## src/rtl/pipe_register_pkg.sv

```systemverilog
// Shared definitions for the elastic pipeline register and its skid slices.
package pipe_register_pkg;

  // Entries held by one skid slice (main register plus skid register).
  localparam int unsigned SLICE_DEPTH = 2;

  // A transfer happens when the offering side is valid and the taking side is ready.
  function automatic logic hs_fire(input logic valid, input logic ready);
    return valid & ready;
  endfunction

endpackage

```

## src/rtl/pipe_register_skid_slice.sv

```systemverilog
// One elastic register slice: a 2-entry skid buffer with registered ready and
// registered downstream data/valid, so no combinational path crosses the slice.
module skid_slice
  import pipe_register_pkg::*;
#(
  parameter int WIDTH = 8
) (
  input  logic             CLK,
  input  logic             RST,
  input  logic             flush,
  input  logic [WIDTH-1:0] up_data,
  input  logic             up_valid,
  output logic             up_ready,
  output logic [WIDTH-1:0] dn_data,
  output logic             dn_valid,
  input  logic             dn_ready
);

  // Skid register sits on the upstream side (p0), main register drives downstream (p1).
  logic [WIDTH-1:0] skid_data_p0, skid_data_nxt;
  logic             vld_p0, vld_p0_nxt;
  logic [WIDTH-1:0] main_data_p1, main_data_nxt;
  logic             vld_p1, vld_p1_nxt;
  logic             up_hs, dn_hs;

  assign dn_data  = main_data_p1;
  assign dn_valid = vld_p1;

  // Decide where an accepted word lands and when the skid entry drains into main.
  always_comb begin
    up_hs         = hs_fire(up_valid, up_ready);
    dn_hs         = hs_fire(vld_p1, dn_ready);
    main_data_nxt = main_data_p1;
    skid_data_nxt = skid_data_p0;
    vld_p1_nxt    = vld_p1;
    vld_p0_nxt    = vld_p0;
    if (!vld_p1 || dn_hs) begin
      // Main frees up this edge: the older skid word has precedence. up_ready is
      // low whenever the skid is full, so no new word can arrive at the same time.
      if (vld_p0) begin
        main_data_nxt = skid_data_p0;
        vld_p1_nxt    = 1'b1;
        vld_p0_nxt    = 1'b0;
      end else begin
        vld_p1_nxt = up_hs;
        if (up_hs) main_data_nxt = up_data;
      end
    end else if (up_hs) begin
      // Main is stalled: park the word in the skid register.
      skid_data_nxt = up_data;
      vld_p0_nxt    = 1'b1;
    end
    // Flush drops every held entry and any word offered this cycle; the data
    // registers keep their contents so out_data does not glitch to the dropped word.
    if (flush) begin
      main_data_nxt = main_data_p1;
      skid_data_nxt = skid_data_p0;
      vld_p1_nxt    = 1'b0;
      vld_p0_nxt    = 1'b0;
    end
  end

  // State registers; ready is registered from the next skid occupancy.
  always_ff @(posedge CLK or posedge RST) begin
    if (RST) begin
      skid_data_p0 <= '0;
      vld_p0       <= 1'b0;
      main_data_p1 <= '0;
      vld_p1       <= 1'b0;
      up_ready     <= 1'b1;
    end else begin
      skid_data_p0 <= skid_data_nxt;
      vld_p0       <= vld_p0_nxt;
      main_data_p1 <= main_data_nxt;
      vld_p1       <= vld_p1_nxt;
      up_ready     <= ~vld_p0_nxt;
    end
  end

endmodule

```

## src/rtl/pipe_register.sv

```systemverilog
// Parametrised elastic pipeline register: STAGES skid slices chained dn->up,
// full throughput with backpressure, synchronous flush and an occupancy count.
module pipe_register
  import pipe_register_pkg::*;
#(
  parameter int WIDTH  = 8,
  parameter int STAGES = 2,
  parameter int CNT_W  = $clog2(SLICE_DEPTH * STAGES + 1)
) (
  input  logic             CLK,
  input  logic             RST,
  input  logic             flush,
  input  logic [WIDTH-1:0] in_data,
  input  logic             in_valid,
  output logic             in_ready,
  output logic [WIDTH-1:0] out_data,
  output logic             out_valid,
  input  logic             out_ready,
  output logic [CNT_W-1:0] occupancy
);

  // Link k joins slice k-1 (or the producer) to slice k (or the consumer).
  logic [WIDTH-1:0] ch_data  [STAGES+1];
  logic             ch_valid [STAGES+1];
  logic             ch_ready [STAGES+1];
  logic             in_hs, out_hs;

  assign ch_data[0]       = in_data;
  assign ch_valid[0]      = in_valid;
  assign in_ready         = ch_ready[0];
  assign out_data         = ch_data[STAGES];
  assign out_valid        = ch_valid[STAGES];
  assign ch_ready[STAGES] = out_ready;

  for (genvar k = 0; k < STAGES; k++) begin : g_slice
    skid_slice #(.WIDTH(WIDTH)) u_slice (
      .CLK      (CLK),
      .RST      (RST),
      .flush    (flush),
      .up_data  (ch_data[k]),
      .up_valid (ch_valid[k]),
      .up_ready (ch_ready[k]),
      .dn_data  (ch_data[k+1]),
      .dn_valid (ch_valid[k+1]),
      .dn_ready (ch_ready[k+1])
    );
  end

  assign in_hs  = hs_fire(in_valid, in_ready);
  assign out_hs = hs_fire(out_valid, out_ready);

  // Occupancy tracks words inside the chain from the two boundary handshakes.
  always_ff @(posedge CLK or posedge RST) begin
    if (RST) begin
      occupancy <= '0;
    end else if (flush) begin
      occupancy <= '0;
    end else begin
      occupancy <= occupancy + CNT_W'(in_hs) - CNT_W'(out_hs);
    end
  end

endmodule

```

## config.mk

```make
export PLATFORM = sky130hd
export DESIGN_NAME = pipe_register
export DESIGN_NICKNAME = d
export VERILOG_FILES = /design/src/rtl/pipe_register_pkg.sv /design/src/rtl/pipe_register_skid_slice.sv /design/src/rtl/pipe_register.sv
export SDC_FILE = /design/constraint.sdc
export NUM_CORES = 1
export LEC_CHECK = 0
export BUFFER_PORTS_ARGS = -buffer_cell sky130_fd_sc_hd__clkbuf_2
export CORE_ASPECT_RATIO = 0.75
export CORE_UTILIZATION = 42
export DETAILED_ROUTE_END_ITERATION = 10
export HOLD_SLACK_MARGIN = 0.03
export SYNTH_ARGS = -nofsm -noshare
export SYNTH_HDL_FRONTEND = slang
export SYNTH_SLANG_ARGS = --single-unit
export TNS_END_PERCENT = 1
```

## constraint.sdc

```tcl
create_clock -name CLK -period 2 [get_ports CLK]
set_input_delay 0.2 -clock CLK [delete_from_list [all_inputs] [get_ports CLK]]
set_output_delay 0.2 -clock CLK [all_outputs]
set_load 0.03 [all_outputs]
```

==> impl_results.html, run 1 <==
<table>
<tr><th>Metric</th><th>Value</th></tr>
<tr><th colspan="2">Outcome</th></tr>
<tr><td>Outcome</td><td>finished, final reports clean</td></tr>
<tr><th colspan="2">Synth</th></tr>
<tr><td>Xor/xnor cell area share of the yosys netlist</td><td>less than 1%</td></tr>
<tr><td>Post-Synthesis Net Count</td><td>about 150</td></tr>
<tr><td>Synth unique cells</td><td>26</td></tr>
<tr><td>Synthesized area per cell</td><td>~15 µm²</td></tr>
<tr><td>Fraction of the mapped netlist area in compound gates</td><td>between 1 and 1.5%</td></tr>
<tr><td>Dominant combinational cell family by area after synthesis</td><td>multiplexers</td></tr>
<tr><td>Sequential area share after synthesis</td><td>between 50% and 60%</td></tr>
<tr><td>Synth warnings</td><td>0</td></tr>
<tr><td>Flop and latch count out of synthesis</td><td>41</td></tr>
<tr><td>Mapped Cells</td><td>between 100 and 150</td></tr>
<tr><td>Area of the mapped netlist</td><td>about 1900 µm²</td></tr>
<tr><td>Area fraction in and, or, nand and nor cells after synthesis</td><td>~6.4%</td></tr>
<tr><td>Fraction of synthesized area in multiplexers</td><td>around 29%</td></tr>
<tr><td>Area share of fa/ha/maj cells after synthesis</td><td>under 10%</td></tr>
<tr><th colspan="2">Detailed routing</th></tr>
<tr><td>Routed wirelength normalized by instance count</td><td>roughly 14 µm</td></tr>
<tr><td>Count of TritonRoute iterations in the first routing pass</td><td>2</td></tr>
<tr><td>Routed wire length</td><td>roughly 3000 µm</td></tr>
<tr><td>Via total after detailed routing</td><td>1040</td></tr>
<tr><td>Vias per Instance</td><td>between 4 and 5</td></tr>
<tr><td>Post-route antenna net violation count</td><td>0</td></tr>
<tr><td>DRC Markers</td><td>0</td></tr>
<tr><td>Number of design-rule violations left by the first detailed-router iteration</td><td>31</td></tr>
<tr><th colspan="2">Global routing</th></tr>
<tr><td>Global-route wire length before repair</td><td>5130 µm</td></tr>
<tr><td>Met2 track utilization from global routing</td><td>24.9%</td></tr>
<tr><td>GR Layer Usage met1</td><td>17.9%</td></tr>
<tr><td>Total grt overflow</td><td>0</td></tr>
<tr><td>Met3 track utilization from global routing</td><td>4.58%</td></tr>
<tr><td>Overall global routing resource usage</td><td>15.3%</td></tr>
<tr><td>Busiest layer in global routing</td><td>met2</td></tr>
<tr><td>Vias in the first global route</td><td>1142</td></tr>
<tr><td>Initial antenna violation count</td><td>0</td></tr>
<tr><td>Maximum number of pins on one net before global-route repair</td><td>42</td></tr>
<tr><th colspan="2">Layout</th></tr>
<tr><td>Area added between synthesis and finish</td><td>12.4%</td></tr>
<tr><td>Commonest cells after routing, fill and taps aside</td><td>mux2_2 (48), dfrtp_1 (39), clkbuf_2 (25)</td></tr>
<tr><td>Non-filler instance count after layout</td><td>roughly 210</td></tr>
<tr><td>Fin nets</td><td>between 150 and 200</td></tr>
<tr><td>Fraction of final layout cells with drive strength greater than 1</td><td>between 50 and 60%</td></tr>
<tr><td>Leading cell type in the layout, fill and taps excluded</td><td>mux2_2</td></tr>
<tr><td>Layout Utilization</td><td>around half</td></tr>
<tr><td>Inserted Diodes</td><td>0</td></tr>
<tr><th colspan="2">Pwr</th></tr>
<tr><td>Int Power</td><td>~0.0014 W</td></tr>
<tr><td>Static power due to leakage</td><td>1.02 nW</td></tr>
<tr><td>Power density normalized to cell area</td><td>921 nW/µm²</td></tr>
<tr><td>Sw Pwr</td><td>roughly 0.00057 W</td></tr>
<tr><td>Clock network fraction of total power</td><td>about a quarter</td></tr>
<tr><td>Sequential fraction of design power</td><td>52.1%</td></tr>
<tr><td>Gate power share</td><td>between 20 and 25%</td></tr>
<tr><td>VDD IR max</td><td>0.000467 V</td></tr>
<tr><td>Share of total power consumed by net switching</td><td>between 20% and 30%</td></tr>
<tr><th colspan="2">Place</th></tr>
<tr><td>DP Worst Slack</td><td>approximately 190 ps</td></tr>
<tr><td>Port Buffer Count</td><td>25</td></tr>
<tr><td>Number of placed cells counting well taps</td><td>roughly 200</td></tr>
<tr><td>Last weighted congestion value of the routability-driven placer</td><td>0.694</td></tr>
<tr><td>Detail Placement HPWL</td><td>between 2000 and 2500 µm</td></tr>
<tr><th colspan="2">Timing</th></tr>
<tr><td>Shortest clock period the worst path allows after layout</td><td>between 1500 and 2000 ps</td></tr>
<tr><td>Unrepaired setup endpoints after global routing</td><td>no</td></tr>
<tr><td>Max Clk Rate</td><td>approximately 550 MHz</td></tr>
<tr><td>Final Hold Viols</td><td>0</td></tr>
<tr><td>Actual transition at the worst max-transition pin</td><td>just over 500 ps</td></tr>
<tr><td>Final worst slack</td><td>slightly below 200 ps</td></tr>
<tr><td>Clk_skew</td><td>between 4 and 5 ps</td></tr>
<tr><td>Setup_tns</td><td>0 ps</td></tr>
<tr><td>Final number of max-transition violations</td><td>0</td></tr>
<tr><td>Remaining max-slew budget at the tightest pin</td><td>65.9%</td></tr>
<tr><td>Post-route clock period utilization</td><td>between 90% and 100%</td></tr>
<tr><td>Setup violation total in the final timing report</td><td>0</td></tr>
<tr><th colspan="2">Clocking</th></tr>
<tr><td>CTS Root Buffer Type</td><td>clkbuf_8</td></tr>
<tr><td>Clock tree from TritonCTS</td><td>yes</td></tr>
<tr><td>Insertion delay to the later sink of the worst-skew pair</td><td>290 ps</td></tr>
<tr><td>Depth of the CTS H-tree</td><td>2</td></tr>
<tr><td>Buffers from clock root to sink, at most</td><td>2</td></tr>
<tr><td>TritonCTS Buffers</td><td>5</td></tr>
<tr><td>Total clock sinks</td><td>a little over 40</td></tr>
<tr><td>Post-CTS clock slew at the launch and capture registers of the worst setup and hold paths</td><td>about 70 ps</td></tr>
<tr><th colspan="2">Worst setup path</th></tr>
<tr><td>Max Fanout on Critical Path</td><td>3</td></tr>
<tr><td>Required arrival time at the worst endpoint</td><td>around 2200 ps</td></tr>
<tr><td>Critical Path Slowest Stage Cell</td><td>dfstp_2</td></tr>
<tr><td>Startpoint Class</td><td>flop</td></tr>
<tr><td>Crit-path leading delay family</td><td>adder cells</td></tr>
<tr><td>Total buffers and inverters traversed by the critical path</td><td>2</td></tr>
<tr><td>Critical-path cell list</td><td>nand2_1 &gt; ha_1 &gt; inv_1 &gt; ha_1 &gt; inv_1 &gt; fa_1 &gt; xnor2_1 &gt; nor2_1</td></tr>
<tr><td>Delay of the slowest critical-path stage</td><td>~540 ps</td></tr>
<tr><td>Arr. time, crit path</td><td>1990 ps</td></tr>
<tr><td>Critical path class</td><td>flop to flop</td></tr>
<tr><td>Type of destination of the critical path</td><td>flop</td></tr>
<tr><th colspan="2">Floorplan</th></tr>
<tr><td>I/O pins</td><td>26</td></tr>
<tr><td>Y dimension of the die</td><td>between 60 and 70 µm</td></tr>
<tr><td>Core region area</td><td>roughly 4200 µm²</td></tr>
<tr><td>Width of the die</td><td>a little under 80 µm</td></tr>
<tr><td>Starting Density</td><td>45.1%</td></tr>
<tr><td>Number of rows created at floorplan</td><td>20</td></tr>
<tr><td>Overall die area</td><td>roughly 4800 µm²</td></tr>
<tr><th colspan="2">Hold path</th></tr>
<tr><td>Hold crit path type</td><td>input port to flop</td></tr>
<tr><th colspan="2">Job</th></tr>
<tr><td>Max Cap Violations</td><td>0</td></tr>
</table>
-- synth_stat cells, drive strengths merged --
library cell / count / area share [%]
dfrtp: 39 / 52
nor3: 2 / 1.4
or3b: 1 / 0.60
o31ai: 1 / 0.40
nand2: 1 / 0.20
nor2b: 3 / 1.0
or2: 1 / 0.33
mux2: 48 / 29
or3: 1 / 0.33
dfstp: 2 / 2.8
fa: 1 / 1.1
and2: 1 / 0.33
nor2: 3 / 1.5
inv: 5 / 1.0
a21oi: 3 / 1.0
buf: 11 / 4.6
nand4b: 1 / 0.46
xnor2: 1 / 0.46
xor2: 1 / 0.46
nand2b: 1 / 0.33
ha: 2 / 1.3
-- area by class of cell --
cell class / instances / area (µm²)
clock buffer: 8 / 80.1
fill: 369 / 2060
inverter: 5 / 18.8
multi-input combinational: 72 / 751
sequential: 41 / 1030
tap: 55 / 68.8
timing repair buffer: 31 / 173
-- worst register-to-register path: cells and delay by family, from the launching register on --
family	cells	cell delay, ps
buf+inv	2	100
fa+ha+maj	3	750
xor+xnor	1	170
simple gates	2	120
flops	1	540
-- power by group through the flow --
| stage | sequential, W | clock [W] | combinational, W |
|---|---|---|---|
| final | 0.00102 | 0.000513 | 0.000422 |
| after global routing | 0.00103 | 0.000578 | 0.000456 |
| after CTS | 0.00102 | 0.000538 | 0.000431 |
| after detailed placement | 0.00103 | 0 | 0.000427 |
| after global placement | 0.00103 | 0 | 0.000421 |
| after floorplan | 0.00104 | 0 | 0.000370 |
-- path summary, 6_finish.rpt --
kind / start / endpoint / slack [ps] / depth (start not counted)
max: g_slice[0].u_slice.up_ready / occupancy[2] / 190 / 8
min: in_data[6] / g_slice[0].u_slice.skid_data_p0[6] / 160 / 2
max reg2reg: g_slice[0].u_slice.up_ready / occupancy[2] / 190 / 8
min reg2reg: g_slice[1].u_slice.skid_data_p0[5] / g_slice[1].u_slice.skid_data_p0[5] / 510 / 1
max in group asynchronous: RST / g_slice[1].u_slice.up_ready / 1070 / 4
min in group asynchronous: RST / g_slice[1].u_slice.skid_data_p0[2] / 560 / 4
-- what timing repair did --
action | CTS | global route
buffers inserted | 0 | 0
gates resized for setup | 0 | 0
hold endpoints to repair | 25 | 0
hold buffers | 1 | 0
-- sequential cells by signal, summed over array words and instances (netlist names) --
register                      count
g_slice.u_slice.skid_data_p0     16
occupancy                         3
g_slice.u_slice.dn_data          16
g_slice.u_slice.up_ready          2
g_slice.u_slice.dn_valid          2
g_slice.u_slice.vld_p0            2
-- logic make-up (layout without fill, tap and decap cells) --
group,count (synthesis),in the layout
muxes,48,48
DFF,41,41
buffers and inverters,16,44
and+or+nand+nor,15,15
AOI/OAI and AO/OA,4,4
adders and majority gates,3,3
xor gates and xnor gates,2,2
-- metrics by stage --
| stage | instance area (µm²) | total power [W] | hold WS, ps |
|---|---|---|---|
| 2_1_floorplan | 1890 | 0.00141 | 352 |
| 3_3_place_gp | 2030 | 0.00145 | 325 |
| 3_5_place_dp | 2030 | 0.00146 | 343 |
| 4_1_cts | 2120 | 0.00199 | 148 |
| 5_1_grt | 2120 | 0.00207 | 145 |
| 6_report | 2120 | 0.00195 | 157 |
-- layer usage --
metal	routed length (µm)	up-vias
met1	1350	517
li1	-	494
met5	0	-
met3	119	8
met4	77	0
met2	1410	21
No activity file was read; power rests on OpenSTA's default activity.
==> run 2, diff against run 1 <==
PLACE_DENSITY = 0.61   (was default)
==> run 2 against run 1 <==
Against the previous run: non-clock buffer count increased by 1; sequential share of layout area decreased by 0.65 points; sequential cell count unchanged; combinational power about the same; first-iteration DRC count increased by 19%; fmax decreased by 1.3%; die area unchanged; core utilization increased by 0.69 points; sequential power about the same; via count increased by 1.4%; setup slack got worse by 24 ps; clock-buffer cell count decreased by 1; critical path type unchanged; highest routed layer unchanged.
==> impl_results.html, run 2 (synthesis gave the netlist of run 1 again) <==
<table>
<tr><th>Metric</th><th>Value</th></tr>
<tr><th colspan="2">Detailed routing</th></tr>
<tr><td>Post-route antenna net violation count</td><td>0 (unchanged)</td></tr>
<tr><td>Routed wire length</td><td>3130 µm (was 2950 µm)</td></tr>
<tr><td>DRC Markers</td><td>0 (unchanged)</td></tr>
<tr><td>Vias per Instance</td><td>4.95 (was 4.91)</td></tr>
<tr><td>Via total after detailed routing</td><td>1055 (was 1040)</td></tr>
<tr><td>Count of TritonRoute iterations in the first routing pass</td><td>4 (was 2)</td></tr>
<tr><td>Number of design-rule violations left by the first detailed-router iteration</td><td>37 (was 31)</td></tr>
<tr><td>Routed wirelength normalized by instance count</td><td>14.7 µm (was 13.9 µm)</td></tr>
<tr><th colspan="2">Pwr</th></tr>
<tr><td>Share of total power consumed by net switching</td><td>28.7% (was 29.1%)</td></tr>
<tr><td>VDD IR max</td><td>0.000431 V (was 0.000467 V)</td></tr>
<tr><td>Int Power</td><td>0.00145 W (was 0.00138 W)</td></tr>
<tr><td>Power density normalized to cell area</td><td>946 nW/µm² (was 921 nW/µm²)</td></tr>
<tr><td>Clock network fraction of total power</td><td>29.0% (was 26.3%)</td></tr>
<tr><td>Sw Pwr</td><td>0.000583 W (was 0.000568 W)</td></tr>
<tr><td>Gate power share</td><td>20.9% (was 21.6%)</td></tr>
<tr><td>Sequential fraction of design power</td><td>50.0% (was 52.1%)</td></tr>
<tr><td>Static power due to leakage</td><td>1.04 nW (was 1.02 nW)</td></tr>
<tr><th colspan="2">Floorplan</th></tr>
<tr><td>Width of the die</td><td>79.4 µm (unchanged)</td></tr>
<tr><td>Starting Density</td><td>45.1% (unchanged)</td></tr>
<tr><td>Core region area</td><td>4180 µm² (unchanged)</td></tr>
<tr><td>Y dimension of the die</td><td>60.0 µm (unchanged)</td></tr>
<tr><td>Overall die area</td><td>4760 µm² (unchanged)</td></tr>
<tr><td>I/O pins</td><td>26 (unchanged)</td></tr>
<tr><td>Number of rows created at floorplan</td><td>20 (unchanged)</td></tr>
<tr><th colspan="2">Hold path</th></tr>
<tr><td>Hold worst-path end</td><td>g_slice[0].u_slice.skid_data_p0[3] (was g_slice[0].u_slice.skid_data_p0[6])</td></tr>
<tr><td>Hold crit path type</td><td>input port to flop (unchanged)</td></tr>
<tr><td>Worst Min Path Start</td><td>in_data[3] (was in_data[6])</td></tr>
<tr><td>Worst Hold Path Cells</td><td>2 (unchanged)</td></tr>
<tr><th colspan="2">Global routing</th></tr>
<tr><td>GR Layer Usage met1</td><td>18.2% (was 17.9%)</td></tr>
<tr><td>Maximum number of pins on one net before global-route repair</td><td>42 (unchanged)</td></tr>
<tr><td>Vias in the first global route</td><td>1137 (was 1142)</td></tr>
<tr><td>Overall global routing resource usage</td><td>15.6% (was 15.3%)</td></tr>
<tr><td>Global-route wire length before repair</td><td>5290 µm (was 5130 µm)</td></tr>
<tr><td>Busiest layer in global routing</td><td>met2 (unchanged)</td></tr>
<tr><td>Initial antenna violation count</td><td>0 (unchanged)</td></tr>
<tr><td>Met2 track utilization from global routing</td><td>26.7% (was 24.9%)</td></tr>
<tr><td>Total grt overflow</td><td>0 (unchanged)</td></tr>
<tr><td>Met3 track utilization from global routing</td><td>4.58% (unchanged)</td></tr>
<tr><th colspan="2">Timing</th></tr>
<tr><td>Remaining max-slew budget at the tightest pin</td><td>65.5% (was 65.9%)</td></tr>
<tr><td>Final Hold Viols</td><td>0 (unchanged)</td></tr>
<tr><td>Max Clk Rate</td><td>546 MHz (was 553 MHz)</td></tr>
<tr><td>Final number of max-transition violations</td><td>0 (unchanged)</td></tr>
<tr><td>Setup violation total in the final timing report</td><td>0 (unchanged)</td></tr>
<tr><td>Setup_tns</td><td>0 ps (unchanged)</td></tr>
<tr><td>Post-route clock period utilization</td><td>91.6% (was 90.4%)</td></tr>
<tr><td>Shortest clock period the worst path allows after layout</td><td>1830 ps (was 1810 ps)</td></tr>
<tr><td>Clk_skew</td><td>5.11 ps (was 4.84 ps)</td></tr>
<tr><td>Unrepaired setup endpoints after global routing</td><td>no (unchanged)</td></tr>
<tr><td>Actual transition at the worst max-transition pin</td><td>517 ps (was 512 ps)</td></tr>
<tr><td>Final worst slack</td><td>168 ps (was 192 ps)</td></tr>
<tr><th colspan="2">Worst setup path</th></tr>
<tr><td>Critical path class</td><td>flop to flop (unchanged)</td></tr>
<tr><td>Arr. time, crit path</td><td>2010 ps (was 1990 ps)</td></tr>
<tr><td>Critical register-to-register path endpoint</td><td>occupancy[2] (unchanged)</td></tr>
<tr><td>Type of destination of the critical path</td><td>flop (unchanged)</td></tr>
<tr><td>Depth of the most critical reg-to-reg path</td><td>8 (unchanged)</td></tr>
<tr><td>Startpoint Class</td><td>flop (unchanged)</td></tr>
<tr><td>Max Fanout on Critical Path</td><td>3 (unchanged)</td></tr>
<tr><td>Worst reg-to-reg setup slack</td><td>170 ps (was 190 ps)</td></tr>
<tr><td>Required arrival time at the worst endpoint</td><td>2180 ps (about the same)</td></tr>
<tr><td>Reg-to-reg critical path startpoint</td><td>g_slice[0].u_slice.up_ready (unchanged)</td></tr>
<tr><th colspan="2">Clocking</th></tr>
<tr><td>Depth of the CTS H-tree</td><td>2 (unchanged)</td></tr>
<tr><td>Insertion delay to the later sink of the worst-skew pair</td><td>290 ps (about the same)</td></tr>
<tr><td>Buffers inserted during post-CTS setup optimization</td><td>0 (unchanged)</td></tr>
<tr><td>CTS Root Buffer Type</td><td>clkbuf_8 (unchanged)</td></tr>
<tr><td>TritonCTS Buffers</td><td>5 (unchanged)</td></tr>
<tr><td>Post-CTS clock slew at the launch and capture registers of the worst setup and hold paths</td><td>80 ps (was 70 ps)</td></tr>
<tr><td>Total clock sinks</td><td>41 (unchanged)</td></tr>
<tr><td>Buffers from clock root to sink, at most</td><td>2 (unchanged)</td></tr>
<tr><td>Post-cts repair resize count</td><td>0 (unchanged)</td></tr>
<tr><td>Clock tree from TritonCTS</td><td>yes (unchanged)</td></tr>
<tr><th colspan="2">Layout</th></tr>
<tr><td>Fraction of final layout cells with drive strength greater than 1</td><td>60.1% (was 58.0%)</td></tr>
<tr><td>Leading cell type in the layout, fill and taps excluded</td><td>mux2_2 (unchanged)</td></tr>
<tr><td>Fin nets</td><td>173 (was 172)</td></tr>
<tr><td>Post-Layout Inst Area</td><td>2150 µm² (was 2120 µm²)</td></tr>
<tr><td>Inserted Diodes</td><td>0 (unchanged)</td></tr>
<tr><td>Area added between synthesis and finish</td><td>13.9% (was 12.4%)</td></tr>
<tr><td>Commonest cells after routing, fill and taps aside</td><td>mux2_2 (48), dfrtp_1 (39), clkbuf_2 (25), clkbuf_8 (7), buf_4 (6) (was mux2_2 (48), dfrtp_1 (39), clkbuf_2 (25))</td></tr>
<tr><th colspan="2">Outcome</th></tr>
<tr><td>Outcome</td><td>finished, final reports clean (unchanged)</td></tr>
<tr><th colspan="2">Place</th></tr>
<tr><td>Detail Placement HPWL</td><td>2150 µm (was 2090 µm)</td></tr>
<tr><td>Port Buffer Count</td><td>25 (unchanged)</td></tr>
<tr><td>Last weighted congestion value of the routability-driven placer</td><td>0.732 (was 0.694)</td></tr>
<tr><td>Post-detailed-placement cell area</td><td>2040 µm² (was 2030 µm²)</td></tr>
<tr><td>DP Worst Slack</td><td>167 ps (was 193 ps)</td></tr>
<tr><th colspan="2">Job</th></tr>
<tr><td>Max Cap Violations</td><td>0 (unchanged)</td></tr>
</table>
## run 2: changes by cell type in the layout (fill, tap and decap cells not counted)
cell	change
clkbuf_1	-3
buf_4	+1
clkinv_2	+1
clkbuf_8	+2
## run 2: critical path: stages, from the launching register on
cell and delay, ps:
dfstp_2 540, nand2_1 60, ha_1 270, inv_1 60, ha_1 130, inv_1 50, fa_1 380, xnor2_1 170
nor2_1 50
## run 2: how the worst max path moves through the flow
stage / start / to / cells after the start
floorplan: g_slice[0].u_slice.up_ready / occupancy[2] / 8
global placement: g_slice[0].u_slice.up_ready / occupancy[2] / 8
detailed placement: g_slice[0].u_slice.up_ready / occupancy[2] / 8
CTS: g_slice[0].u_slice.up_ready / occupancy[2] / 8
global route: g_slice[0].u_slice.up_ready / occupancy[2] / 8
finish: g_slice[0].u_slice.up_ready / occupancy[2] / 8
## run 2: cell type report
class	count	area (µm²)
multi-input cells	72	751
fillers	383	2030
flip-flops and latches	41	1030
inverters	5	18.8
clock inverters	1	5.00
clock buffers	7	96.3
repair buffers	32	180
well taps	55	68.8
## run 2: repair_timing
action	4_1_cts	5_1_grt
hold buffers	1	0
endpoints found under the setup margin	0	0
endpoints found under the hold margin	39	0
## run 2: per-stage QoR
step	std cells	hold slack, ps	total power [W]	utilization (%)
final	213	158	0.00203	51.4
after floorplan	129	352	0.00141	-
after global placement	204	326	0.00145	48.7
after detailed placement	204	340	0.00146	48.7
after global routing	213	153	0.00213	51.4
after CTS	213	150	0.00206	51.4
## run 2: power groups by stage
stage / Clock (W) / Combinational (W) / Sequential, W
finish: 0.000590 / 0.000425 / 0.00102
CTS: 0.000609 / 0.000433 / 0.00102
global placement: 0 / 0.000421 / 0.00102
detailed placement: 0 / 0.000430 / 0.00103
floorplan: 0 / 0.000370 / 0.00104
global route: 0.000638 / 0.000461 / 0.00103
## run 2: layer usage
layer / vias to the layer above / part of all wire, %
met5: - / 0
li1: 495 / -
met2: 18 / 47
met4: 0 / 1.8
met1: 535 / 48
met3: 7 / 3.7
==> run 3, diff against run 2 <==
==> constraint.sdc (replaced) <==
create_clock -name CLK -period 2 [get_ports CLK]
set_input_delay 0.3 -clock CLK [delete_from_list [all_inputs] [get_ports CLK]]
set_output_delay 0.3 -clock CLK [all_outputs]
set_load 0.03 [all_outputs]
==> run 3 against run 2 <==
Against the previous run: final cell count is 0.47% lower; critical path type unchanged; sequential cell count did not move; sequential power hardly changed; via count is 2.0% lower; hold slack got worse by 50 ps; non-clock buffer count fell by 1; die area is the same; sequential share of layout area rose by 0.22 points; global-route usage hardly changed; setup slack better by 19 ps.
==> impl_results.html, run 3 (synthesis gave the netlist of run 1 again) <==
<table>
<tr><th>Metric</th><th>Value</th></tr>
<tr><th colspan="2">Place</th></tr>
<tr><td>Detail Placement HPWL</td><td>2190 µm (was 2150 µm)</td></tr>
<tr><td>Last weighted congestion value of the routability-driven placer</td><td>0.727 (was 0.732)</td></tr>
<tr><td>DP Worst Slack</td><td>179 ps (was 167 ps)</td></tr>
<tr><td>Port Buffer Count</td><td>25 (unchanged)</td></tr>
<tr><th colspan="2">Job</th></tr>
<tr><td>Max Cap Violations</td><td>0 (unchanged)</td></tr>
<tr><th colspan="2">Layout</th></tr>
<tr><td>Fill cell total of the finished layout</td><td>360 (was 383)</td></tr>
<tr><td>Commonest cells after routing, fill and taps aside</td><td>mux2_2 (48), dfrtp_1 (39), clkbuf_2 (25), clkbuf_8 (7), buf_4 (6) (unchanged)</td></tr>
<tr><td>Area added between synthesis and finish</td><td>13.4% (was 13.9%)</td></tr>
<tr><td>Fraction of final layout cells with drive strength greater than 1</td><td>60.5% (was 60.1%)</td></tr>
<tr><td>Fin nets</td><td>172 (was 173)</td></tr>
<tr><td>Inserted Diodes</td><td>0 (unchanged)</td></tr>
<tr><td>Leading cell type in the layout, fill and taps excluded</td><td>mux2_2 (unchanged)</td></tr>
<tr><th colspan="2">Worst setup path</th></tr>
<tr><td>Critical-path cell list</td><td>nand2_1 &gt; ha_1 &gt; inv_1 &gt; ha_1 &gt; inv_1 &gt; fa_1 &gt; xnor2_1 &gt; nor2_1 (unchanged)</td></tr>
<tr><td>Delay of the slowest critical-path stage</td><td>540 ps (about the same)</td></tr>
<tr><td>Reg-to-reg critical path startpoint</td><td>g_slice[0].u_slice.up_ready (unchanged)</td></tr>
<tr><td>Critical Path Slowest Stage Cell</td><td>dfstp_2 (unchanged)</td></tr>
<tr><td>Required arrival time at the worst endpoint</td><td>2170 ps (was 2180 ps)</td></tr>
<tr><td>Crit. Startpoint</td><td>g_slice[0].u_slice.up_ready (unchanged)</td></tr>
<tr><td>Arr. time, crit path</td><td>1990 ps (was 2010 ps)</td></tr>
<tr><td>Type of destination of the critical path</td><td>flop (unchanged)</td></tr>
<tr><td>Startpoint Class</td><td>flop (unchanged)</td></tr>
<tr><td>Max Fanout on Critical Path</td><td>3 (unchanged)</td></tr>
<tr><td>Critical path class</td><td>flop to flop (unchanged)</td></tr>
<tr><th colspan="2">Hold path</th></tr>
<tr><td>Hold crit path type</td><td>input port to asynchronous set/reset pin (was input port to flop)</td></tr>
<tr><th colspan="2">Detailed routing</th></tr>
<tr><td>Post-route antenna net violation count</td><td>0 (unchanged)</td></tr>
<tr><td>Via total after detailed routing</td><td>1034 (was 1055)</td></tr>
<tr><td>Number of design-rule violations left by the first detailed-router iteration</td><td>53 (was 37)</td></tr>
<tr><td>Routed wire length</td><td>3130 µm (about the same)</td></tr>
<tr><td>Routed wirelength normalized by instance count</td><td>14.8 µm (was 14.7 µm)</td></tr>
<tr><td>Count of TritonRoute iterations in the first routing pass</td><td>3 (was 4)</td></tr>
<tr><td>Vias per Instance</td><td>4.88 (was 4.95)</td></tr>
<tr><td>DRC Markers</td><td>0 (unchanged)</td></tr>
<tr><th colspan="2">Outcome</th></tr>
<tr><td>Outcome</td><td>finished, final reports clean (unchanged)</td></tr>
<tr><th colspan="2">Global routing</th></tr>
<tr><td>Total grt overflow</td><td>0 (unchanged)</td></tr>
<tr><td>Met3 track utilization from global routing</td><td>4.89% (was 4.58%)</td></tr>
<tr><td>Global-route wire length before repair</td><td>5200 µm (was 5290 µm)</td></tr>
<tr><td>Overall global routing resource usage</td><td>15.6% (about the same)</td></tr>
<tr><td>Maximum number of pins on one net before global-route repair</td><td>42 (unchanged)</td></tr>
<tr><td>Vias in the first global route</td><td>1106 (was 1137)</td></tr>
<tr><td>GR Layer Usage met1</td><td>18.9% (was 18.2%)</td></tr>
<tr><td>Initial antenna violation count</td><td>0 (unchanged)</td></tr>
<tr><td>Busiest layer in global routing</td><td>met2 (unchanged)</td></tr>
<tr><td>Met2 track utilization from global routing</td><td>25.6% (was 26.7%)</td></tr>
<tr><th colspan="2">Timing</th></tr>
<tr><td>Shortest clock period the worst path allows after layout</td><td>1810 ps (was 1830 ps)</td></tr>
<tr><td>Setup_tns</td><td>0 ps (unchanged)</td></tr>
<tr><td>Actual transition at the worst max-transition pin</td><td>509 ps (was 517 ps)</td></tr>
<tr><td>Final Hold Viols</td><td>0 (unchanged)</td></tr>
<tr><td>Unrepaired setup endpoints after global routing</td><td>no (unchanged)</td></tr>
<tr><td>Final worst slack</td><td>187 ps (was 168 ps)</td></tr>
<tr><td>Clk_skew</td><td>3.35 ps (was 5.11 ps)</td></tr>
<tr><td>Post-route clock period utilization</td><td>90.6% (was 91.6%)</td></tr>
<tr><td>Final number of max-transition violations</td><td>0 (unchanged)</td></tr>
<tr><td>Remaining max-slew budget at the tightest pin</td><td>66.0% (was 65.5%)</td></tr>
<tr><td>Setup violation total in the final timing report</td><td>0 (unchanged)</td></tr>
<tr><td>Max Clk Rate</td><td>552 MHz (was 546 MHz)</td></tr>
<tr><th colspan="2">Pwr</th></tr>
<tr><td>Power density normalized to cell area</td><td>950 nW/µm² (was 946 nW/µm²)</td></tr>
<tr><td>Static power due to leakage</td><td>1.03 nW (was 1.04 nW)</td></tr>
<tr><td>VDD IR max</td><td>0.000627 V (was 0.000431 V)</td></tr>
<tr><th colspan="2">Floorplan</th></tr>
<tr><td>Overall die area</td><td>4760 µm² (unchanged)</td></tr>
<tr><td>Starting Density</td><td>45.1% (unchanged)</td></tr>
<tr><td>I/O pins</td><td>26 (unchanged)</td></tr>
<tr><td>Y dimension of the die</td><td>60.0 µm (unchanged)</td></tr>
<tr><td>Width of the die</td><td>79.4 µm (unchanged)</td></tr>
<tr><td>Core region area</td><td>4180 µm² (unchanged)</td></tr>
<tr><td>Number of rows created at floorplan</td><td>20 (unchanged)</td></tr>
<tr><th colspan="2">Clocking</th></tr>
<tr><td>Post-CTS clock slew at the launch and capture registers of the worst setup and hold paths</td><td>80 ps (about the same)</td></tr>
<tr><td>Total clock sinks</td><td>41 (unchanged)</td></tr>
<tr><td>Clock tree from TritonCTS</td><td>yes (unchanged)</td></tr>
<tr><td>Buffers inserted during post-CTS setup optimization</td><td>0 (unchanged)</td></tr>
<tr><td>CTS Root Buffer Type</td><td>clkbuf_8 (unchanged)</td></tr>
<tr><td>Post-cts repair resize count</td><td>0 (unchanged)</td></tr>
<tr><td>Insertion delay to the later sink of the worst-skew pair</td><td>290 ps (about the same)</td></tr>
<tr><td>Depth of the CTS H-tree</td><td>2 (unchanged)</td></tr>
<tr><td>TritonCTS Buffers</td><td>5 (unchanged)</td></tr>
<tr><td>Hold buffer count at cts</td><td>0 (was 1)</td></tr>
<tr><td>Buffers from clock root to sink, at most</td><td>2 (unchanged)</td></tr>
</table>
==> run 3: changes by cell type in the layout (fill, tap and decap cells not counted) <==
| cell | change |
|---|---|
| dlygate4sd3_1 | -1 |
==> run 3: through the flow <==
stage                     power (W)  area [µm²]  instances  hold slack (ps)  utilization, %
final                       0.00203        2140        212              107            51.2
after global routing        0.00214        2140        212              143            51.2
after CTS                   0.00205        2140        212              123            51.2
after detailed placement    0.00146        2040        204              443            48.7
after global placement      0.00145        2040        204              429            48.7
after floorplan             0.00141        1890        129              452               -
==> run 3: layout make-up <==
type | count | area, µm² | share of cell area [%]
Sequential cell | 41 | 1030 | 48.1
Multi-Input combinational cell | 72 | 751 | 35.1
Timing Repair Buffer | 31 | 170 | 7.96
Clock buffer | 7 | 96.3 | 4.51
Tap cell | 55 | 68.8 | 3.22
Inverter | 5 | 18.8 | 0.878
Clock inverter | 1 | 5.00 | 0.234
==> run 3: worst max-delay path, delay by kind of cell (launching register included) <==
kind / cells / cell delay [ps]
flops: 1 / 540
simple gates: 2 / 110
fa+ha+maj: 3 / 770
xor+xnor: 1 / 160
buf+inv: 2 / 110
==> run 3: path summary, 6_finish.rpt <==
path,to,slack (ps),cells after the start
min in group CLK,g_slice[0].u_slice.skid_data_p0[4],260,2
setup reg to reg,occupancy[2],190,8
hold / removal,g_slice[0].u_slice.dn_data[1],110,3
hold reg to reg,g_slice[0].u_slice.skid_data_p0[3],510,1
setup / recovery,occupancy[2],190,8
max in group asynchronous,g_slice[1].u_slice.up_ready,1530,3
==> run 3: routing by layer <==
metal	vias to the layer above	wire, µm
met5	-	0
met4	0	46
met3	5	114
met2	16	1500
met1	518	1470
li1	495	-
==> run 3: where the power goes <==
part / switching, W / internal, W / leakage, nW / total [W]
clock: 0.000281 / 0.000312 / 0.0542 / 0.000593
combinational: 0.000237 / 0.000185 / 0.458 / 0.000422
sequential: 0.0000668 / 0.000950 / 0.522 / 0.00102
